File: src/rtl/mips_ctrl_pkg.sv
// Shared MIPS control-decode definitions.
//  - opcode / funct / rt field constants (EXE_*)
//  - control bundle width, bit indices and per-class control patterns
//  - HI/LO interlock FSM state type
package mips_ctrl_pkg;

    localparam int CTRL_W = 12;

    // Bit positions inside the control bundle
    // {memtoreg,memen,memwrite,branch,alusrc,regdst,regwrite,hilowrite,jump,jal,jr,bal}
    localparam int CB_MEMTOREG  = 11;
    localparam int CB_MEMEN     = 10;
    localparam int CB_MEMWRITE  = 9;
    localparam int CB_BRANCH    = 8;
    localparam int CB_ALUSRC    = 7;
    localparam int CB_REGDST    = 6;
    localparam int CB_REGWRITE  = 5;
    localparam int CB_HILOWRITE = 4;
    localparam int CB_JUMP      = 3;
    localparam int CB_JAL       = 2;
    localparam int CB_JR        = 1;
    localparam int CB_BAL       = 0;

    localparam logic [CTRL_W-1:0] C_MEMTOREG  = CTRL_W'(1) << CB_MEMTOREG;
    localparam logic [CTRL_W-1:0] C_MEMEN     = CTRL_W'(1) << CB_MEMEN;
    localparam logic [CTRL_W-1:0] C_MEMWRITE  = CTRL_W'(1) << CB_MEMWRITE;
    localparam logic [CTRL_W-1:0] C_BRANCH    = CTRL_W'(1) << CB_BRANCH;
    localparam logic [CTRL_W-1:0] C_ALUSRC    = CTRL_W'(1) << CB_ALUSRC;
    localparam logic [CTRL_W-1:0] C_REGDST    = CTRL_W'(1) << CB_REGDST;
    localparam logic [CTRL_W-1:0] C_REGWRITE  = CTRL_W'(1) << CB_REGWRITE;
    localparam logic [CTRL_W-1:0] C_HILOWRITE = CTRL_W'(1) << CB_HILOWRITE;
    localparam logic [CTRL_W-1:0] C_JUMP      = CTRL_W'(1) << CB_JUMP;
    localparam logic [CTRL_W-1:0] C_JAL       = CTRL_W'(1) << CB_JAL;
    localparam logic [CTRL_W-1:0] C_JR        = CTRL_W'(1) << CB_JR;
    localparam logic [CTRL_W-1:0] C_BAL       = CTRL_W'(1) << CB_BAL;

    // Per-class control patterns
    localparam logic [CTRL_W-1:0] CTRL_RTYPE = C_REGDST | C_REGWRITE;
    localparam logic [CTRL_W-1:0] CTRL_HILO  = C_HILOWRITE;
    localparam logic [CTRL_W-1:0] CTRL_JR    = C_JUMP | C_JR;
    localparam logic [CTRL_W-1:0] CTRL_JALR  = C_JR | C_JAL | C_REGDST | C_REGWRITE;
    localparam logic [CTRL_W-1:0] CTRL_IMM   = C_ALUSRC | C_REGWRITE;
    localparam logic [CTRL_W-1:0] CTRL_LOAD  = C_MEMTOREG | C_MEMEN | C_ALUSRC | C_REGWRITE;
    localparam logic [CTRL_W-1:0] CTRL_STORE = C_MEMEN | C_MEMWRITE | C_ALUSRC;
    localparam logic [CTRL_W-1:0] CTRL_BR    = C_BRANCH;
    localparam logic [CTRL_W-1:0] CTRL_BRAL  = C_BRANCH | C_BAL | C_REGWRITE;
    localparam logic [CTRL_W-1:0] CTRL_J     = C_JUMP;
    localparam logic [CTRL_W-1:0] CTRL_JAL   = C_JUMP | C_JAL | C_REGWRITE;

    // Opcodes
    localparam logic [5:0] EXE_SPECIAL = 6'b000000;
    localparam logic [5:0] EXE_REGIMM  = 6'b000001;
    localparam logic [5:0] EXE_J       = 6'b000010;
    localparam logic [5:0] EXE_JAL     = 6'b000011;
    localparam logic [5:0] EXE_BEQ     = 6'b000100;
    localparam logic [5:0] EXE_BNE     = 6'b000101;
    localparam logic [5:0] EXE_BLEZ    = 6'b000110;
    localparam logic [5:0] EXE_BGTZ    = 6'b000111;
    localparam logic [5:0] EXE_ADDI    = 6'b001000;
    localparam logic [5:0] EXE_ADDIU   = 6'b001001;
    localparam logic [5:0] EXE_SLTI    = 6'b001010;
    localparam logic [5:0] EXE_SLTIU   = 6'b001011;
    localparam logic [5:0] EXE_ANDI    = 6'b001100;
    localparam logic [5:0] EXE_ORI     = 6'b001101;
    localparam logic [5:0] EXE_XORI    = 6'b001110;
    localparam logic [5:0] EXE_LUI     = 6'b001111;
    localparam logic [5:0] EXE_LB      = 6'b100000;
    localparam logic [5:0] EXE_LH      = 6'b100001;
    localparam logic [5:0] EXE_LW      = 6'b100011;
    localparam logic [5:0] EXE_LBU     = 6'b100100;
    localparam logic [5:0] EXE_LHU     = 6'b100101;
    localparam logic [5:0] EXE_SB      = 6'b101000;
    localparam logic [5:0] EXE_SH      = 6'b101001;
    localparam logic [5:0] EXE_SW      = 6'b101011;

    // SPECIAL funct codes
    localparam logic [5:0] EXE_SLL     = 6'b000000;
    localparam logic [5:0] EXE_SRL     = 6'b000010;
    localparam logic [5:0] EXE_SRA     = 6'b000011;
    localparam logic [5:0] EXE_SLLV    = 6'b000100;
    localparam logic [5:0] EXE_SRLV    = 6'b000110;
    localparam logic [5:0] EXE_SRAV    = 6'b000111;
    localparam logic [5:0] EXE_JR      = 6'b001000;
    localparam logic [5:0] EXE_JALR    = 6'b001001;
    localparam logic [5:0] EXE_MFHI    = 6'b010000;
    localparam logic [5:0] EXE_MTHI    = 6'b010001;
    localparam logic [5:0] EXE_MFLO    = 6'b010010;
    localparam logic [5:0] EXE_MTLO    = 6'b010011;
    localparam logic [5:0] EXE_MULT    = 6'b011000;
    localparam logic [5:0] EXE_MULTU   = 6'b011001;
    localparam logic [5:0] EXE_DIV     = 6'b011010;
    localparam logic [5:0] EXE_DIVU    = 6'b011011;
    localparam logic [5:0] EXE_ADD     = 6'b100000;
    localparam logic [5:0] EXE_ADDU    = 6'b100001;
    localparam logic [5:0] EXE_SUB     = 6'b100010;
    localparam logic [5:0] EXE_SUBU    = 6'b100011;
    localparam logic [5:0] EXE_AND     = 6'b100100;
    localparam logic [5:0] EXE_OR      = 6'b100101;
    localparam logic [5:0] EXE_XOR     = 6'b100110;
    localparam logic [5:0] EXE_NOR     = 6'b100111;
    localparam logic [5:0] EXE_SLT     = 6'b101010;
    localparam logic [5:0] EXE_SLTU    = 6'b101011;

    // REGIMM rt codes
    localparam logic [4:0] EXE_BLTZ    = 5'b00000;
    localparam logic [4:0] EXE_BGEZ    = 5'b00001;
    localparam logic [4:0] EXE_BLTZAL  = 5'b10000;
    localparam logic [4:0] EXE_BGEZAL  = 5'b10001;

    typedef enum logic {
        HL_IDLE = 1'b0,
        HL_BUSY = 1'b1
    } hl_state_t;

endpackage

File: src/rtl/maindec_comb.sv
// Purely combinational main decoder.
// Ports:
//  instr    in  32  instruction word
//  ctrl     out 12  control bundle (all-zero for reserved instructions)
//  ri       out 1   reserved-instruction flag
//  is_hilo  out 1   instruction reads or writes HI/LO
//  is_mul   out 1   MULT/MULTU
//  is_div   out 1   DIV/DIVU
module maindec_comb
    import mips_ctrl_pkg::*;
(
    input  logic [31:0]       instr,
    output logic [CTRL_W-1:0] ctrl,
    output logic              ri,
    output logic              is_hilo,
    output logic              is_mul,
    output logic              is_div
);

    logic [5:0] op;
    logic [5:0] funct;
    logic [4:0] rt;

    assign op    = instr[31:26];
    assign funct = instr[5:0];
    assign rt    = instr[20:16];

    always_comb begin
        ctrl    = '0;
        ri      = 1'b0;
        is_hilo = 1'b0;
        is_mul  = 1'b0;
        is_div  = 1'b0;
        case (op)
            EXE_SPECIAL: begin
                // The all-zero word is a NOP: no control, not reserved.
                if (instr != 32'd0) begin
                    case (funct)
                        EXE_SLL, EXE_SRL, EXE_SRA, EXE_SLLV, EXE_SRLV, EXE_SRAV,
                        EXE_ADD, EXE_ADDU, EXE_SUB, EXE_SUBU,
                        EXE_AND, EXE_OR, EXE_XOR, EXE_NOR,
                        EXE_SLT, EXE_SLTU: ctrl = CTRL_RTYPE;
                        EXE_MFHI, EXE_MFLO: begin
                            ctrl    = CTRL_RTYPE;
                            is_hilo = 1'b1;
                        end
                        EXE_MTHI, EXE_MTLO: begin
                            ctrl    = CTRL_HILO;
                            is_hilo = 1'b1;
                        end
                        EXE_MULT, EXE_MULTU: begin
                            ctrl    = CTRL_HILO;
                            is_hilo = 1'b1;
                            is_mul  = 1'b1;
                        end
                        EXE_DIV, EXE_DIVU: begin
                            ctrl    = CTRL_HILO;
                            is_hilo = 1'b1;
                            is_div  = 1'b1;
                        end
                        EXE_JR:   ctrl = CTRL_JR;
                        EXE_JALR: ctrl = CTRL_JALR;
                        default:  ri   = 1'b1;
                    endcase
                end
            end
            EXE_REGIMM: begin
                case (rt)
                    EXE_BLTZ, EXE_BGEZ:     ctrl = CTRL_BR;
                    EXE_BLTZAL, EXE_BGEZAL: ctrl = CTRL_BRAL;
                    default:                ri   = 1'b1;
                endcase
            end
            EXE_J:   ctrl = CTRL_J;
            EXE_JAL: ctrl = CTRL_JAL;
            EXE_BEQ, EXE_BNE, EXE_BLEZ, EXE_BGTZ: ctrl = CTRL_BR;
            EXE_ADDI, EXE_ADDIU, EXE_SLTI, EXE_SLTIU,
            EXE_ANDI, EXE_ORI, EXE_XORI, EXE_LUI: ctrl = CTRL_IMM;
            EXE_LB, EXE_LH, EXE_LW, EXE_LBU, EXE_LHU: ctrl = CTRL_LOAD;
            EXE_SB, EXE_SH, EXE_SW: ctrl = CTRL_STORE;
            default: ri = 1'b1;
        endcase
    end

endmodule

File: src/rtl/maindec_pipe.sv
// Registered ID-stage main decoder with valid/ready on both sides and a
// HI/LO interlock behind an issued multi-cycle MULT/DIV.
// Ports:
//  clk, rst              clock, asynchronous active-high reset
//  in_valid/in_ready     upstream handshake, instr is the payload
//  flush                 kills the output register on the next edge
//  out_valid/out_ready   downstream handshake, ctrl/ri are the payload
//  md_busy               HI/LO result still pending
module maindec_pipe
    import mips_ctrl_pkg::*;
#(
    parameter int MUL_CYCLES = 4,
    parameter int DIV_CYCLES = 32,
    parameter int HILO_ILOCK = 1
) (
    input  logic              clk,
    input  logic              rst,
    input  logic              in_valid,
    output logic              in_ready,
    input  logic [31:0]       instr,
    input  logic              flush,
    output logic              out_valid,
    input  logic              out_ready,
    output logic [CTRL_W-1:0] ctrl,
    output logic              ri,
    output logic              md_busy
);

    localparam int MAX_CYC = (MUL_CYCLES > DIV_CYCLES) ? MUL_CYCLES : DIV_CYCLES;
    localparam int CNT_W   = $clog2(MAX_CYC + 1);

    logic [CTRL_W-1:0] dec_ctrl;
    logic              dec_ri;
    logic              dec_hilo;
    logic              dec_mul;
    logic              dec_div;

    maindec_comb u_dec (
        .instr   (instr),
        .ctrl    (dec_ctrl),
        .ri      (dec_ri),
        .is_hilo (dec_hilo),
        .is_mul  (dec_mul),
        .is_div  (dec_div)
    );

    logic              out_valid_reg;
    logic [CTRL_W-1:0] ctrl_reg;
    logic              ri_reg;
    logic              mul_reg;
    logic              div_reg;
    hl_state_t         state_reg, state_next;
    logic [CNT_W-1:0]  cnt_reg, cnt_next;

    logic accept;
    logic hshake;

    assign md_busy  = (HILO_ILOCK != 0) && (cnt_reg != '0);
    assign in_ready = (!out_valid_reg || out_ready) && !flush && !(md_busy && dec_hilo);
    assign accept   = in_valid && in_ready;
    // A flushed instruction never counts as issued downstream.
    assign hshake   = out_valid_reg && out_ready && !flush;

    assign out_valid = out_valid_reg;
    assign ctrl      = ctrl_reg;
    assign ri        = ri_reg;

    // Output register. in_ready is low under flush, so flush and accept
    // never coincide; flush is still tested first for clarity.
    always_ff @(posedge clk or posedge rst) begin
        if (rst) begin
            out_valid_reg <= 1'b0;
            ctrl_reg      <= '0;
            ri_reg        <= 1'b0;
            mul_reg       <= 1'b0;
            div_reg       <= 1'b0;
        end else if (flush) begin
            out_valid_reg <= 1'b0;
        end else if (accept) begin
            out_valid_reg <= 1'b1;
            ctrl_reg      <= dec_ctrl;
            ri_reg        <= dec_ri;
            mul_reg       <= dec_mul;
            div_reg       <= dec_div;
        end else if (out_ready) begin
            out_valid_reg <= 1'b0;
        end
    end

    // HI/LO busy FSM: state register
    always_ff @(posedge clk or posedge rst) begin
        if (rst) begin
            state_reg <= HL_IDLE;
            cnt_reg   <= '0;
        end else begin
            state_reg <= state_next;
            cnt_reg   <= cnt_next;
        end
    end

    // HI/LO busy FSM: next state. An issued MULT/DIV (re)loads the counter;
    // with the interlock on this cannot happen while BUSY.
    always_comb begin
        state_next = state_reg;
        cnt_next   = cnt_reg;
        if (hshake && mul_reg) begin
            state_next = HL_BUSY;
            cnt_next   = CNT_W'(MUL_CYCLES);
        end else if (hshake && div_reg) begin
            state_next = HL_BUSY;
            cnt_next   = CNT_W'(DIV_CYCLES);
        end else begin
            case (state_reg)
                HL_IDLE: cnt_next = '0;
                HL_BUSY: begin
                    if (cnt_reg == '0) begin
                        state_next = HL_IDLE;
                    end else begin
                        cnt_next = cnt_reg - 1'b1;
                    end
                end
                default: begin
                    state_next = HL_IDLE;
                    cnt_next   = '0;
                end
            endcase
        end
    end

endmodule

File: config.mk
export PLATFORM = sky130hd
export DESIGN_NAME = maindec_pipe
export DESIGN_NICKNAME = d
export VERILOG_FILES = /design/src/rtl/mips_ctrl_pkg.sv /design/src/rtl/maindec_comb.sv /design/src/rtl/maindec_pipe.sv
export SDC_FILE = /design/constraint.sdc
export NUM_CORES = 1
export LEC_CHECK = 0
export CORE_MARGIN = 2
export CORE_UTILIZATION = 45
export CTS_CLUSTER_SIZE = 14
export DETAILED_ROUTE_END_ITERATION = 10
export GPL_ROUTABILITY_DRIVEN = 0
export PLACE_DENSITY = 0.81
export SYNTH_ARGS = -nofsm -noshare
export SYNTH_HDL_FRONTEND = slang
export SYNTH_HIERARCHICAL = 1
export SYNTH_SLANG_ARGS = --single-unit
File: constraint.sdc
create_clock -name clk -period 3.2 [get_ports clk]
set_input_delay 0.96 -clock clk [delete_from_list [all_inputs] [get_ports clk]]
set_output_delay 0.96 -clock clk [all_outputs]
set_load 0.01 [all_outputs]
* Word-level counts from Yosys, hierarchy flattened *
Cells that the tools add are included.
W data, S select, Z words.

word-level totals
  register bits after elaboration = 23
  input bits = 37
  output and inout bits = 16

operators by class
  add/sub/neg operators = 1
  eq/ne operators = 52
  muxes and demuxes = 28
  bitwise operators = 2
  reductions and logical operators = 34

operator list
  kind                  count
  $eq A6 B6 Y1 const B  18
  $pmux W12 S8          1
  $eq A6 B4 Y1 const B  10
  $eq A6 B5 Y1 const B  8
  $eq A6 B3 Y1 const B  7
  $reduce_bool A32 Y1   1
  $pmux W7 S4           1
  $reduce_or A26 Y1     1
  $eq A6 B2 Y1 const B  4
  $reduce_or A22 Y1     1
  $mux W1               19
  $logic_not A6 Y1      3
  $mux W6               3
  $pmux W9 S2           1
  $reduce_or A18 Y1     1
  $reduce_or A8 Y1      2
  $mux W12              1
  $pmux W6 S2           1
  $eq A5 B5 Y1 const B  2
  $logic_and A1 B1 Y1   8
  $reduce_or A2 Y1      4
  $reduce_or A4 Y1      2
  $eq A6 B1 Y1 const B  1
  $reduce_bool A6 Y1    1
  other kinds (13)      16

* Depth between registers and ports, before layout *
Gate-level depths: netlist (run 1).

  depth after elaboration = 11
  depth in mapped cells = 9
  mapped depth without buffers = 7

* Cells and area by module *
The synthesis (run 1) kept the hierarchy.

by module, submodules not included
  module        times used  cells an instance  area each (um^2)
  maindec_pipe  1           82                 1067.3
  maindec_comb  1           68                 495.5

* Worst setup path before layout (run 1) *
OpenSTA, ideal clock, no wires.

  path type = input port to output port
  from = input instr[5]
  to = output in_ready
  arrival time = 2.180 ns
  data required time = 2.240 ns
  setup slack = 0.060 ns
  cell stages on the path = 7
  path through = buf_4 -> nor4_2 -> nand4_1 -> o211ai_4 -> nor2_1 -> o21ai_4 -> and2_1

between the ends
  longest elaborated chain between the ends = 8

ends and longest elaborated chain
  element                     RTL line            text
  from (decl)                 maindec_pipe.sv:20  input logic [31:0] instr,
  $eq A6 B5 Y1                maindec_comb.sv:38  case (funct)
  $reduce_or A8 Y1 (no line)  -
  $mux W1                     maindec_comb.sv:38
  $mux W1 (*)                 maindec_comb.sv:37  if (instr != 32'd0) begin
  $mux W1 (*)                 maindec_comb.sv:34  case (op)
  net dec_hilo                maindec_pipe.sv:34  logic dec_hilo;
  $logic_and A1 B1 Y1 (*)     maindec_pipe.sv:59  assign in_ready = (!out_valid_reg || out_ready) && !flush && !(md_busy && dec_hilo);
  $logic_not A1 Y1 (*)        maindec_pipe.sv:59
  $logic_and A1 B1 Y1 (*)     maindec_pipe.sv:59
  to (decl)                   maindec_pipe.sv:19  output logic in_ready,

Mark *: on every way through the listed nets, which the timed path passes. The rest lies on a longest branch.

* Final worst setup path (run 1) *
  from = input instr[3]
  to = output in_ready

Same word-level chain as after synthesis.

==> results of run 1 <==
routing by layer:
layer  share of wire, %  vias to the layer above  GRT usage (%)
met4               0.81                        0          4.444
li1                   -                      694              -
met1                 41                      701          24.08
met2                 55                       34          41.49
met5                  0                        -              0
met3                3.3                        6          3.243
metrics by stage:
step | power [mW] | std cells
after global routing | 0.6510 | 270
final | 0.6177 | 270
after CTS | 0.6201 | 267
after global placement | 0.4831 | 260
after detailed placement | 0.4903 | 260
after floorplan | 0.3857 | 150
critical path: stages:
cell and delay (ps):
sky130_fd_sc_hd__clkbuf_2 100, sky130_fd_sc_hd__nor4_2 330, sky130_fd_sc_hd__nand4_1 190, sky130_fd_sc_hd__o211ai_4 250, sky130_fd_sc_hd__nor2_4 70, sky130_fd_sc_hd__o21ai_4 60, sky130_fd_sc_hd__and2_4 160, sky130_fd_sc_hd__buf_6 90
final timing paths:
kind / end / start / cells past startpoint / slack, ps
max: in_ready / instr[3] / 8 / 20
min: ctrl[4] / ctrl[4] / 1 / 530
max reg2reg: ctrl[2] / cnt_reg[2] / 7 / 1110
min reg2reg: ctrl[4] / ctrl[4] / 1 / 530
max in group asynchronous: state_reg / rst / 2 / 1530
min in group asynchronous: ctrl[8] / rst / 2 / 1110
layout make-up:
class / count / share of cell area [%]
Timing Repair Buffer: 76 / 27.88
Sequential cell: 23 / 25.00
Clock inverter: 1 / 0.2174
Clock buffer: 3 / 0.9783
Multi-Input combinational cell: 113 / 42.12
Tap cell: 46 / 2.500
Inverter: 8 / 1.304
logic make-up after synthesis:
group | share of synthesized area (%)
xor+xnor | 1.682
fa+ha+maj | 1.601
mux | 13.85
flops | 36.83
compound gates | 17.78
simple gates | 23.54
buf+inv | 4.724
where the power goes:
part	total (mW)	switching, mW	internal [mW]
sequential	0.310	0.00832	0.302
clock	0.138	0.0908	0.0467
combinational	0.170	0.0767	0.0931
total	0.618	0.176	0.442
layout by cell type, fill, tap and decap left out, drive strengths merged, types with 3 or more instances in the layout:
cell type | synthesis | final
a21oi | 6 | 6
dfrtp | 23 | 23
nor2 | 12 | 12
clkbuf | 1 | 11
o21ai | 9 | 9
buf | 5 | 26
or2 | 3 | 3
dlygate4sd2 | 0 | 13
inv | 8 | 8
nor3 | 6 | 6
nor4 | 8 | 8
nand2b | 4 | 4
clkdlybuf4s50 | 0 | 21
clkdlybuf4s15 | 0 | 8
nand2 | 15 | 15
mux2 | 15 | 15
repair_timing:
| item | in CTS | in global routing |
|---|---|---|
| pin swaps | 11 | 10 |
| setup endpoints to repair | 1 | 1 |
| setup buffers | 3 | 3 |
| gates resized for setup | 57 | 17 |
==> results.txt, run 1 <==
The flow ran to the end, and the final reports show no timing, DRC or antenna violations. The floorplan die width came out at 62.93 um. The multi-input logic area is 969.7 sq um. The total of buffers placed on input and output ports came out at 52. The synthesis warning total came out at 6. The flip-flop count of the largest register, all copies and words added is 12. On the final layout, the worst hold slack is 525.4 ps. The final net count came out at 264.

The hold violation count in the final report came out at 0. In this run the number of H-tree levels came out at 1. Fill cells in the final layout number 268.

sky130_fd_sc_hd__dfrtp_1 is the most common cell in the netlist. In this run, post-CTS hold repair placed 0 buffers. The later pin in the worst-skew pair is clocked with a latency of 320 ps. Registers take 575.6 sq um. The most instantiated flip-flop cell in the synthesis netlist is sky130_fd_sc_hd__dfrtp_1. The wire length per cell came out at 15.00 um. The setup violation total in the final timing report came out at 0. The portion of synthesized cell area occupied by the leading cell type is 36.83%. The worst min-delay path category is register to register.

By area the synthesized netlist is led by sky130_fd_sc_hd__dfrtp_1 37%, sky130_fd_sc_hd__mux2_4 9.6%, sky130_fd_sc_hd__mux2_2 3.6%. Setup repair after global routing left no endpoint under its margin. The CTS buffer count came out at 3.

The clock transition at the register clock pins on the worst setup and hold paths after CTS is 120 ps. The worst setup path is captured at an output port. The worst clock skew came out at 11.22 ps. The register bit count reported by yosys came out at 23. Entering global routing, the biggest net connects 24 pins. The transition time at the pin with the least slew margin came out at 897.1 ps.

The worst slack after detailed placement is -763.0 ps. The summed instance area of the synthesized netlist came out at 1563 sq um. The half-perimeter wire length after detailed placement is 3122 um.

The sum of routed wire length over all layers came out at 4050 um. The share of the clock period used by the worst path is 99.24%. Once the floorplan was initialized, standard cells occupied 46.83% of the core. The kind of critical path is input pin to output port.

The number of global-route vias before repair is 1492. The post-route worst setup slack came out at 24.46 ps. The maximum frequency from static timing analysis came out at 314.9 MHz. The largest fanout on the critical path is 2. The number of flops mapped to enable cells by yosys came out at 0. The first-iteration detailed-routing DRC count is 55. The first-pass GRT wire length is 6782 um. The sequential element share of the synthesized area came out at 36.83%.

The worst endpoint required time is 2240 ps. The post-synthesis async set-or-reset flop share is 100.0%. The maximum root-to-sink buffer count is 2. The count of unique library cells instantiated by Yosys came out at 51. The root buffer cell chosen for the clock tree is sky130_fd_sc_hd__clkbuf_4. The full die area is 3960 sq um. The number of clock sinks is 23. The time the final worst path needs with I/O delays and setup is 3176 ps.

STA classifies the critical path startpoint as an input pin. The finished cells cover 2302 sq um. The post-place instance area came out at 2232 sq um. The area of the core came out at 3337 sq um. The synthesis-to-layout area growth came out at 47.32%. The total power density per cell area is 268.3 nW/um^2. The cell taking the most area after synthesis is sky130_fd_sc_hd__dfrtp_1. The initial antenna violation count came out at 0. The final global-route overflow total is 0. By count the netlist is led by 23 x sky130_fd_sc_hd__dfrtp_1, 15 x sky130_fd_sc_hd__nand2_1, 12 x sky130_fd_sc_hd__nor2_1, 10 x sky130_fd_sc_hd__mux2_4. The site row count came out at 21. Measured against its own limit, the worst slew margin works out to 40.13%. The detailed-router iteration count before antenna repair came out at 4.

The worst IR drop on VDD came out at 0.1588 mV. The height of the die came out at 62.93 um. The utilization after layout is 68.99%.

The final route contains 1435 vias. The DRC violations left came out at 0. The post-route netlist has 35.71% of its cells at a drive strength greater than 1. The average size of a mapped cell came out at 10.42 sq um.

The remaining number of nets flagged by the antenna check after routing came out at 0. The total nets after synthesis is 189. The number of max-cap violations is 0. The total negative slack came out at 0 ps. The antenna diode instance count is 0.

The synthesized netlist cell count is 150. The top-level I/O count came out at 53. The number of max-slew violations in the final report came out at 0. The via density per instance came out at 5.315. STA puts the critical path data arrival time at 2220 ps. Across every metal layer, demand over resource in global routing totals 21.29%.

The TritonCTS clock tree is built. Summed over all cells, the static leakage comes to 1.040 nW.
Power figures use the tool's default switching activity.
==> run 2: changes to the inputs <==
CAP_MARGIN = 10   (was default)
PLACE_DENSITY = default   (was 0.81)
PLACE_DENSITY_LB_ADDON = 0.08   (was default)
==> results.txt, run 2 (same netlist as run 1, synthesis figures left out) <==
The final net count is 261. The number of max-slew violations in the final report is 0. The full die area is 3960 sq um. The later-pin clock latency in the skew report came out at 320 ps. The register with the most flip-flops in the layout has 12 of them. The cell class contributing the biggest share of worst-path delay is buffers and inverters. The total power density per cell area is 271.7 nW/um^2. The worst endpoint required time is 2240 ps. STA classifies the critical path endpoint as an output port. Data on the critical path arrives at its endpoint at 2190 ps. The transition time at the pin with the least slew margin is 868.3 ps. The time the final worst path needs with I/O delays and setup is 3145 ps. The routed via count is 1385. The detailed-router iteration count before antenna repair is 4. The hold violation count in the final report came out at 0.

For this design the static power due to leakage is 1.017 nW. Max-cap violations in this run came to 0. The number of placed instances, taps included is 261.

The final design instance area without fill came out at 2256 sq um. The largest net degree at the start of global routing came out at 24. STA classifies the critical path startpoint as an input pin. TritonCTS built the clock tree. The number of global-route vias before repair is 1384. The height of the die came out at 62.93 um. The critical path is of the input pin to output port type. The remaining number of nets flagged by the antenna check after routing came out at 0. The antenna diode instance count is 0.

The largest individual stage delay along the critical path comes from the cell sky130_fd_sc_hd__clkdlybuf4s50_1. The worst min-delay path category is register to register. The non-filler instance count after layout is 267. Global routing consumed, over all layers together, 19.54% of the routing resources. Once detailed placement completed, the half-perimeter wirelength came to 2958 um. The first global-routing pass estimated 6203 um of wire. The buffer type at the clock tree root is sky130_fd_sc_hd__clkbuf_4. 53 I/O pins were placed. The via density per instance came out at 5.187. The worst max-slew margin expressed relative to the limit is 42.05%.

The synthesis-to-layout area growth is 44.36%. In the layout the commonest cells are 23 x sky130_fd_sc_hd__dfrtp_1, 21 x sky130_fd_sc_hd__clkdlybuf4s50_1, 21 x sky130_fd_sc_hd__buf_4. The largest fanout on the critical path is 2. In this design, the stage delay of the slowest critical-path cell is 470 ps. The share of the clock period used by the worst path came out at 98.28%. The utilization after layout is 67.60%.

After clock tree synthesis, the clock-pin slew on the worst setup and hold paths is 130 ps. The first routing iteration left 70 violations. The maximum frequency from static timing analysis came out at 318.0 MHz.

The setup violation total in the final timing report came out at 0. The number of clock buffers added by TritonCTS is 3. The final global-route overflow total came out at 0.

CTS built an H-tree with a depth of 1. The total buffers and inverters traversed by the critical path came out at 2. The area of the core came out at 3337 sq um.

The worst clock skew is 12.90 ps. In the routed design, unresolved DRC markers number 0. The cell repeated most along the worst path is sky130_fd_sc_hd__nor2_4. The post-cts hold buffer count came out at 0. The total of buffers placed on input and output ports is 52. The floorplan die width is 62.93 um.

The wire length per cell came out at 13.61 um. The fraction of final layout cells with drive strength greater than 1 came out at 35.29%. Leaving out fill and tap cells, the most frequent cell in the layout is sky130_fd_sc_hd__dfrtp_1. The sum of routed wire length over all layers is 3634 um. The worst IR drop on VDD came out at 0.2394 mV.

The flow ran to the end, and the final reports show no timing, DRC or antenna violations. The initial antenna violation count came to 0. The initial core utilization is 46.83%. The floorplan has 21 rows. The critical path goes through clkdlybuf4s50_1 > nor2_4 > o211ai_4 > nor2_4 > o21ai_4 > and2_1 > buf_2. The sum of internal, switching and leakage power is 0.6128 mW. The longest clock path from root to sink contains 2 buffers. The post-place instance area came out at 2240 sq um. The number of clock sinks is 23.
==> run 2: metal layers <==
metal / vias up / wire [um] / GRT usage [%] / part of all wire [%]
met3: 6 / 124 / 4.324 / 3.4
li1: 694 / - / - / -
met4: 0 / 51 / 5.278 / 1.4
met1: 656 / 1493 / 22.15 / 41
met2: 29 / 1966 / 36.44 / 54
met5: - / 0 / 0 / 0
==> run 2: stage by stage <==
stage	TNS [ps]	setup slack [ps]	hold slack, ps
floorplan	0	60.38	476.9
global placement	-679.6	-679.6	491.3
detailed placement	-708.8	-708.8	492.8
CTS	0	2.925	522.8
global route	-14.15	-14.15	544.4
finish	0	54.89	518.9
==> run 2: path summary, 6_finish.rpt <==
| check | from | depth (start not counted) | slack [ps] | to |
|---|---|---|---|---|
| min in group asynchronous | rst | 2 | 1110 | cnt_reg[0] |
| max | instr[27] | 7 | 50 | in_ready |
| min | ctrl[7] | 1 | 520 | ctrl[7] |
| max reg2reg | cnt_reg[2] | 5 | 1300 | ri |
| min reg2reg | ctrl[7] | 1 | 520 | ctrl[7] |
| max in group asynchronous | rst | 2 | 1550 | ctrl[6] |
==> run 2: repair_timing <==
| action | 4_1_cts | 5_1_grt |
|---|---|---|
| buffers inserted | 1 | 1 |
| pin swaps | 11 | 11 |
| endpoints found under the setup margin | 1 | 1 |
| endpoints found under the hold margin | 0 | 0 |
| resized for setup | 50 | 28 |
==> run 2: final cells by class <==
cell class                      count  area (sq um)
Fill cell                         289          1081
Multi-Input combinational cell    113         967.2
Timing Repair Buffer               73         595.6
Sequential cell                    23         575.6
Tap cell                           46         57.56
Inverter                            8         30.03
Clock buffer                        3         22.52
Clock inverter                      1         7.507
==> run 2: power breakdown <==
part | internal [mW] | switching (mW) | total [mW] | leakage [nW]
sequential | 0.302 | 0.00660 | 0.309 | 0.314
clock | 0.0477 | 0.0922 | 0.140 | 0.0139
combinational | 0.0913 | 0.0730 | 0.164 | 0.689
